$ cat src/rtl/parity_frame_rx_pkg.sv
// ---------------------------------------------------------------------------
// parity_rx_pkg
// Shared definitions for the byte-plus-parity serial link.
//   rx_state_t  : receiver FSM states (IDLE, DATA, PARITY, STOP)
//   ERR_CNT_W   : width of the optional error counter
//   calc_parity : expected parity bit for a data word. The transmit side
//                 uses the same function, so both ends agree on the rule.
// ---------------------------------------------------------------------------
package parity_rx_pkg;

    typedef enum logic [1:0] {
        IDLE   = 2'd0,
        DATA   = 2'd1,
        PARITY = 2'd2,
        STOP   = 2'd3
    } rx_state_t;

    localparam int ERR_CNT_W = 8;

    // Even mode gives the XOR-reduction of the data. Odd mode gives its
    // complement. Words narrower than 16 bits are zero-extended by the
    // caller, and zero-extension does not change the XOR result.
    function automatic logic calc_parity(input logic [15:0] data, input logic odd);
        return (^data) ^ odd;
    endfunction

endpackage

$ cat src/rtl/parity_frame_rx_if.sv
// ---------------------------------------------------------------------------
// parity_frame_rx_if
// Bundles the strobe, the serial line and the deframed results of the
// receiver.
//   en, serial_in                         : bit strobe and serial line
//   data_out, valid, parity_err,
//   frame_err, busy                       : recovered word and its status
//   err_count                             : present only with PARITY_RX_ERR_CNT_EN
// Modports:
//   master : drives the line and observes the results (upstream / bench)
//   slave  : the receiver itself
// ---------------------------------------------------------------------------
interface parity_frame_rx_if
    import parity_rx_pkg::*;
#(
    parameter int DATA_W = 8
);
    logic              en;
    logic              serial_in;
    logic [DATA_W-1:0] data_out;
    logic              valid;
    logic              parity_err;
    logic              frame_err;
    logic              busy;
`ifdef PARITY_RX_ERR_CNT_EN
    logic [ERR_CNT_W-1:0] err_count;
`endif

`ifdef PARITY_RX_ERR_CNT_EN
    modport master (output en, serial_in,
                    input  data_out, valid, parity_err, frame_err, busy, err_count);
    modport slave  (input  en, serial_in,
                    output data_out, valid, parity_err, frame_err, busy, err_count);
`else
    modport master (output en, serial_in,
                    input  data_out, valid, parity_err, frame_err, busy);
    modport slave  (input  en, serial_in,
                    output data_out, valid, parity_err, frame_err, busy);
`endif

endinterface

$ cat src/rtl/parity_frame_rx_shift.sv
// ---------------------------------------------------------------------------
// parity_rx_shift
// DATA_W-bit right-shift register. New bits enter at the MSB, so after
// DATA_W shifts the first bit received sits in bit 0. This matches an
// LSB-first line.
//   clk, reset : clock and synchronous active-high reset
//   shift_en   : shift one bit on this cycle
//   serial_in  : bit shifted in at the MSB
//   q          : register contents
// ---------------------------------------------------------------------------
module parity_rx_shift #(
    parameter int DATA_W = 8
) (
    input  logic              clk,
    input  logic              reset,
    input  logic              shift_en,
    input  logic              serial_in,
    output logic [DATA_W-1:0] q
);

    logic [DATA_W-1:0] r_shiftReg;

    // Shift right on each enabled cycle. Otherwise hold.
    always_ff @(posedge clk) begin
        if (reset) begin
            r_shiftReg <= '0;
        end else if (shift_en) begin
            r_shiftReg <= {serial_in, r_shiftReg[DATA_W-1:1]};
        end
    end

    assign q = r_shiftReg;

endmodule

$ cat src/rtl/parity_frame_rx.sv
// ---------------------------------------------------------------------------
// parity_frame_rx
// Serial receiver for start / DATA_W data bits (LSB first) / parity / stop
// frames. The line is sampled only on cycles with en=1. Each completed
// frame gives a one-cycle valid pulse. data_out and the error flags hold
// until the next frame completes.
//   clk    : system clock, rising edge
//   reset  : synchronous active-high reset, highest priority
//   rxIf   : parity_frame_rx_if.slave
//            (en, serial_in -> data_out, valid, parity_err, frame_err,
//             busy, and err_count when enabled)
// Optional feature macro: PARITY_RX_ERR_CNT_EN. When defined, it adds a
// saturating count of frames that had any error.
// ---------------------------------------------------------------------------
module parity_frame_rx
    import parity_rx_pkg::*;
#(
    parameter int DATA_W     = 8,
    parameter bit ODD_PARITY = 1'b0
) (
    input  logic            clk,
    input  logic            reset,
    parity_frame_rx_if.slave rxIf
);

    localparam int CNT_W = $clog2(DATA_W);
    localparam logic [CNT_W-1:0] LAST_BIT = CNT_W'(DATA_W - 1);

    rx_state_t         r_state;
    rx_state_t         w_nextState;
    logic [CNT_W-1:0]  r_bitCnt;
    logic              r_parityBit;
    logic [DATA_W-1:0] r_dataOut;
    logic              r_valid;
    logic              r_parityErr;
    logic              r_frameErr;
    logic [DATA_W-1:0] w_shiftQ;
    logic              w_shiftEn;
    logic              w_frameDone;
    logic              w_parityErr;
    logic              w_busy;

    parity_rx_shift #(.DATA_W(DATA_W)) u_shift (
        .clk       (clk),
        .reset     (reset),
        .shift_en  (w_shiftEn),
        .serial_in (rxIf.serial_in),
        .q         (w_shiftQ)
    );

    // State register. The state moves only through w_nextState, and
    // w_nextState changes only on strobe cycles.
    always_ff @(posedge clk) begin
        if (reset) begin
            r_state <= IDLE;
        end else begin
            r_state <= w_nextState;
        end
    end

    // Next-state logic. A low line in IDLE is a start bit. DATA leaves
    // after the bit sampled with the counter at its last value.
    always_comb begin
        w_nextState = r_state;
        if (rxIf.en) begin
            case (r_state)
                IDLE:    if (!rxIf.serial_in) w_nextState = DATA;
                DATA:    if (r_bitCnt == LAST_BIT) w_nextState = PARITY;
                PARITY:  w_nextState = STOP;
                STOP:    w_nextState = IDLE;
                default: w_nextState = IDLE;
            endcase
        end
    end

    // Decoded controls. busy is derived from the registered state, so it
    // rises the cycle after the start bit and falls once STOP is left.
    always_comb begin
        w_busy      = (r_state != IDLE);
        w_shiftEn   = rxIf.en && (r_state == DATA);
        w_frameDone = rxIf.en && (r_state == STOP);
        w_parityErr = (r_parityBit != calc_parity(16'(w_shiftQ), ODD_PARITY));
    end

    // Bit counter. It clears on every strobe in IDLE and stops at the last
    // bit, so it never wraps.
    always_ff @(posedge clk) begin
        if (reset) begin
            r_bitCnt <= '0;
        end else if (rxIf.en) begin
            if (r_state == IDLE) begin
                r_bitCnt <= '0;
            end else if (r_state == DATA && r_bitCnt != LAST_BIT) begin
                r_bitCnt <= r_bitCnt + 1'b1;
            end
        end
    end

    // Parity bit capture. It is held until STOP compares it with the data.
    always_ff @(posedge clk) begin
        if (reset) begin
            r_parityBit <= 1'b0;
        end else if (rxIf.en && r_state == PARITY) begin
            r_parityBit <= rxIf.serial_in;
        end
    end

    // Result registers. They load on the stop-bit strobe. Frames with
    // errors are still delivered, and the flags qualify them. valid is
    // a single-cycle pulse whatever the strobe does next.
    always_ff @(posedge clk) begin
        if (reset) begin
            r_dataOut   <= '0;
            r_valid     <= 1'b0;
            r_parityErr <= 1'b0;
            r_frameErr  <= 1'b0;
        end else begin
            r_valid <= w_frameDone;
            if (w_frameDone) begin
                r_dataOut   <= w_shiftQ;
                r_parityErr <= w_parityErr;
                r_frameErr  <= ~rxIf.serial_in;
            end
        end
    end

`ifdef PARITY_RX_ERR_CNT_EN
    logic [ERR_CNT_W-1:0] r_errCount;

    // Error counter. A frame with both errors counts once. The count
    // sticks at all-ones instead of wrapping back to zero.
    always_ff @(posedge clk) begin
        if (reset) begin
            r_errCount <= '0;
        end else if (w_frameDone && (w_parityErr || !rxIf.serial_in)
                     && r_errCount != {ERR_CNT_W{1'b1}}) begin
            r_errCount <= r_errCount + 1'b1;
        end
    end

    assign rxIf.err_count = r_errCount;
`endif

    assign rxIf.data_out   = r_dataOut;
    assign rxIf.valid      = r_valid;
    assign rxIf.parity_err = r_parityErr;
    assign rxIf.frame_err  = r_frameErr;
    assign rxIf.busy       = w_busy;

endmodule

$ cat src/flat_wrapper.sv
// flat-port wrapper written by rule: the top's interface ports become plain ports
module parity_frame_rx_flat import parity_rx_pkg::*;
#(
    parameter int DATA_W     = 8,
    parameter bit ODD_PARITY = 1'b0
)
  (clk, reset, rxIf_en, rxIf_serial_in, rxIf_data_out, rxIf_valid, rxIf_parity_err, rxIf_frame_err, rxIf_busy);
  parity_frame_rx_if #(.DATA_W(DATA_W)) rxIf_i ();
  input  logic clk;
  input  logic reset;
  input wire logic [$bits(rxIf_i.en)-1:0] rxIf_en;
  input wire logic [$bits(rxIf_i.serial_in)-1:0] rxIf_serial_in;
  output wire logic [$bits(rxIf_i.data_out)-1:0] rxIf_data_out;
  output wire logic [$bits(rxIf_i.valid)-1:0] rxIf_valid;
  output wire logic [$bits(rxIf_i.parity_err)-1:0] rxIf_parity_err;
  output wire logic [$bits(rxIf_i.frame_err)-1:0] rxIf_frame_err;
  output wire logic [$bits(rxIf_i.busy)-1:0] rxIf_busy;
  assign rxIf_i.en = rxIf_en;
  assign rxIf_i.serial_in = rxIf_serial_in;
  assign rxIf_data_out = rxIf_i.data_out;
  assign rxIf_valid = rxIf_i.valid;
  assign rxIf_parity_err = rxIf_i.parity_err;
  assign rxIf_frame_err = rxIf_i.frame_err;
  assign rxIf_busy = rxIf_i.busy;
  parity_frame_rx #(.DATA_W(DATA_W), .ODD_PARITY(ODD_PARITY)) u_core (.clk(clk), .reset(reset), .rxIf(rxIf_i));
endmodule
$ cat config.mk
export PLATFORM = sky130hd
export DESIGN_NAME = parity_frame_rx_flat
export DESIGN_NICKNAME = d
export VERILOG_FILES = /design/src/rtl/parity_frame_rx_pkg.sv /design/src/rtl/parity_frame_rx_if.sv /design/src/rtl/parity_frame_rx_shift.sv /design/src/rtl/parity_frame_rx.sv /design/src/flat_wrapper.sv
export SDC_FILE = /design/constraint.sdc
export NUM_CORES = 1
export LEC_CHECK = 0
export CAP_MARGIN = 10
export CELL_PAD_IN_SITES_DETAIL_PLACEMENT = 2
export CELL_PAD_IN_SITES_GLOBAL_PLACEMENT = 2
export CORE_UTILIZATION = 24
export CTS_BUF_LIST = sky130_fd_sc_hd__clkbuf_4 sky130_fd_sc_hd__clkbuf_8
export CTS_CLUSTER_DIAMETER = 30
export CTS_CLUSTER_SIZE = 28
export DETAILED_ROUTE_END_ITERATION = 10
export MAX_ROUTING_LAYER = met4
export PLACE_DENSITY_LB_ADDON = 0.1
export SYNTH_ARGS = -nofsm -noshare
export SYNTH_HDL_FRONTEND = slang
export SYNTH_SLANG_ARGS = --single-unit
export TNS_END_PERCENT = 5
$ cat constraint.sdc
create_clock -name clk -period 1.95 [get_ports clk]
set_input_delay 0.39 -clock clk [delete_from_list [all_inputs] [get_ports clk]]
set_output_delay 0.39 -clock clk [all_outputs]
set_load 0.02 [all_outputs]
==> results.toml <==
[synth]
synth_top_area_share_pct = 46.8
syn_area_mm2 = 0.00107
synth-compound-area-share_pct = 11.5
synth.largest_area_cell = "dfxtp_1"
synth-seq-cells = 25
synth_enable_flop_cells = 0
ys_types = 22
synth_xor_area_share_pct = 6.20
yosys.area_share.adder_pct = 7.02
synthesis.instances = 128
yosysWarnings = 0
yosysMostFrequentCell = "nand2_1"
synthSimpleGateAreaFrac_pct = 22.8
synth_top_family_by_area = "simple AND/OR/NAND/NOR gates"
synth-async-reset-ratio_pct = 0
synth_commonest_cells = "nand2_1, dfxtp_1, a21oi_1, nand3_1, ha_1"
synth_area_leaders = "dfxtp_1, nand2_1, a21oi_1"
synth_nets = 138
avgSynthCellArea_um2 = 8.36
ys.flop_type = "dfxtp_1"
seq_area_frac_synth_pct = 46.8
muxShareOfSynthArea_pct = 1.87

[sta]
tightest_slew_ps = 463
finalSetupViolations = 0
tns_ps = 0
fin_crit_sh_pct = 93.0
drv_slew = 0
rsz0062_at_grt = "no"
clock_skew_ps = 3.57
relSlewSlack_pct = 68.8
layout_setup_ws_ps = 137
max_freq_mhz = 551
period_needed_ps = 1810
finalHoldViolCount = 0

[setup_path]
worstPathMaxFanout = 5
worstSetupEndpoint = "rxIf_busy"
r2r-start = "u_core.r_state[1]"
setup.reg_to_reg.worst_slack_ps = 340
arrival_ps = 1420
criticalPathCategory = "reg -> out"
worstSetupStartpointType = "register"
reg2reg_to = "u_core.r_bitCnt[0]"
end_kind = "output pin"
crit_required_ps = 1560
r2r_cells = 6
setup.worst_path.start = "u_core.r_state[0]"

[cells_and_area]
fill_cells = 482
final_nets = 159
drive_gt1_share_pct = 8.11
antenna_cells = 0
syn_to_final_growth_pct = 27.1
fin_util_pct = 32.8

[min_path]
hold_class = "reg -> reg"

[power_and_ir_drop]
power_w = 0.000953
vdd_ir_drop_max_mv = 0.353
power_density_mw_per_mm2 = 701
p_leak_nw = 0.514

[floorplan]
start_util_pct = 25.8
die_area_mm2 = 0.00473
rows = 23
pin_count = 16
die_h_um = 68.8
core-area_mm2 = 0.00414
die_x_um = 68.8

[run]
maxCapViolCount = 0

[cts]
cts_buffers = 3
cts_hold_buf = 0
cts_root_buffer = "clkbuf_8"
cts.sinks = 25
post_cts_buffers = 0
cts_tree = "built"
path_clk_slew_ps = 90
clk_latency_ps = 270
post_cts_resize_count = 1
cts_buffer_depth = 2
htreeDepth = 1

[global_route]
grt_overflow = 0
antenna_found_initial = 0
grt_use_total_pct = 13.9
grt_max_degree = 16
grt_pass1_vias = 996
grt_first_pass_wirelength_mm = 4.60

[place]
dp_hpwl_mm = 2.08
pre_cts_ws_ps = 153
gp_congestion = 0.698
io_buffers = 15

[detailed_routing]
drtPass1Iterations = 3
route.detailed.drc = 0
via_count = 919
first_iter_violations = 19
avgViaCountPerCell = 4.64
totalWireLength_mm = 2.72
avgRoutedWirePerCell_um = 13.7
antenna_left = 0

[outcome]
status = "completed"
power breakdown:
group | leakage [nW] | total [W] | internal [W] | switching, W
sequential | 0.202 | 0.000524 | 0.000518 | 0.00000654
combinational | 0.286 | 0.000104 | 0.0000393 | 0.0000652
clock | 0.0262 | 0.000325 | 0.000160 | 0.000164
worst max-delay path: stages, from the launching register on:
cell and delay, ps:
dfxtp_1 370, inv_1 90, ha_1 260, inv_1 100, dlygate4sd2_1 340
metrics by stage:
stage / hold slack, ps / cell area, um2 / cells
6_report: 461 / 1360 / 198
5_1_grt: 487 / 1360 / 198
4_1_cts: 467 / 1360 / 198
3_5_place_dp: 454 / 1310 / 194
3_3_place_gp: 442 / 1310 / 194
2_1_floorplan: 436 / 1070 / 128
how the worst min path moves through the flow:
stage,slack [ps],start,end,cells past startpoint
2_1_floorplan,440,u_core.r_bitCnt[1],u_core.r_bitCnt[1],2
3_3_place_gp,440,u_core.rxIf.data_out[4],u_core.rxIf.data_out[4],2
3_5_place_dp,450,u_core.rxIf.data_out[4],u_core.rxIf.data_out[4],2
4_1_cts,470,u_core.r_bitCnt[2],u_core.r_bitCnt[2],2
5_1_grt,490,u_core.rxIf.data_out[4],u_core.rxIf.data_out[4],2
6_report,460,u_core.rxIf.data_out[3],u_core.rxIf.data_out[3],2
layout by cell type (no fill, tap or decap):
cell type	netlist	layout
nor3_1	1	1
nand2b_1	1	1
inv_1	3	3
clkbuf_8	0	3
nand3b_1	2	2
nor2b_1	1	1
xnor3_1	1	1
nand4_1	2	2
nor2_1	5	5
mux2i_1	2	2
nand2_1	33	33
clkbuf_4	0	1
nand3_1	10	10
dlygate4sd2_1	0	1
and2_1	1	1
a21oi_1	19	19
dfxtp_1	25	25
o211ai_1	1	1
xnor2_1	3	3
o21ai_0	1	1
a211oi_1	2	2
buf_4	0	8
ha_1	6	6
xor2_1	2	2
clkdlybuf4s50_1	0	14
final cells by class:
| class | instances | area (um2) | area share [%] |
|---|---|---|---|
| tap | 50 | 62.6 | 4.60 |
| timing repair buffer | 23 | 209 | 15.4 |
| clock buffer | 4 | 48.8 | 3.59 |
| sequential | 25 | 500 | 36.8 |
| multi-input combinational | 93 | 528 | 38.8 |
| inverter | 3 | 11.3 | 0.828 |
per-layer routing:
metal  up-vias  share of wire [%]  track usage, %
met5         -                  0               -
met4         0               0.62            3.06
met3         2                2.2            3.45
met2         9                 52            26.1
met1       443                 45            14.6
li1        465                  -               -
sequential cells by signal (all words and copies together) (netlist names):
register and count:
u_core.rxIf.data_out 8, u_core.rxIf.valid 1, u_core.r_parityBit 1, u_core.u_shift.q 8
u_core.rxIf.parity_err 1, u_core.r_state 2, u_core.r_bitCnt 3, u_core.rxIf.frame_err 1
cells by family after synthesis:
kind of cell    after synthesis
mux                           2
buf+inv                      10
simple gates                 56
xor+xnor                      6
flops                        25
fa+ha+maj                     6
compound gates               23
No activity file was read; power rests on OpenSTA's default activity.
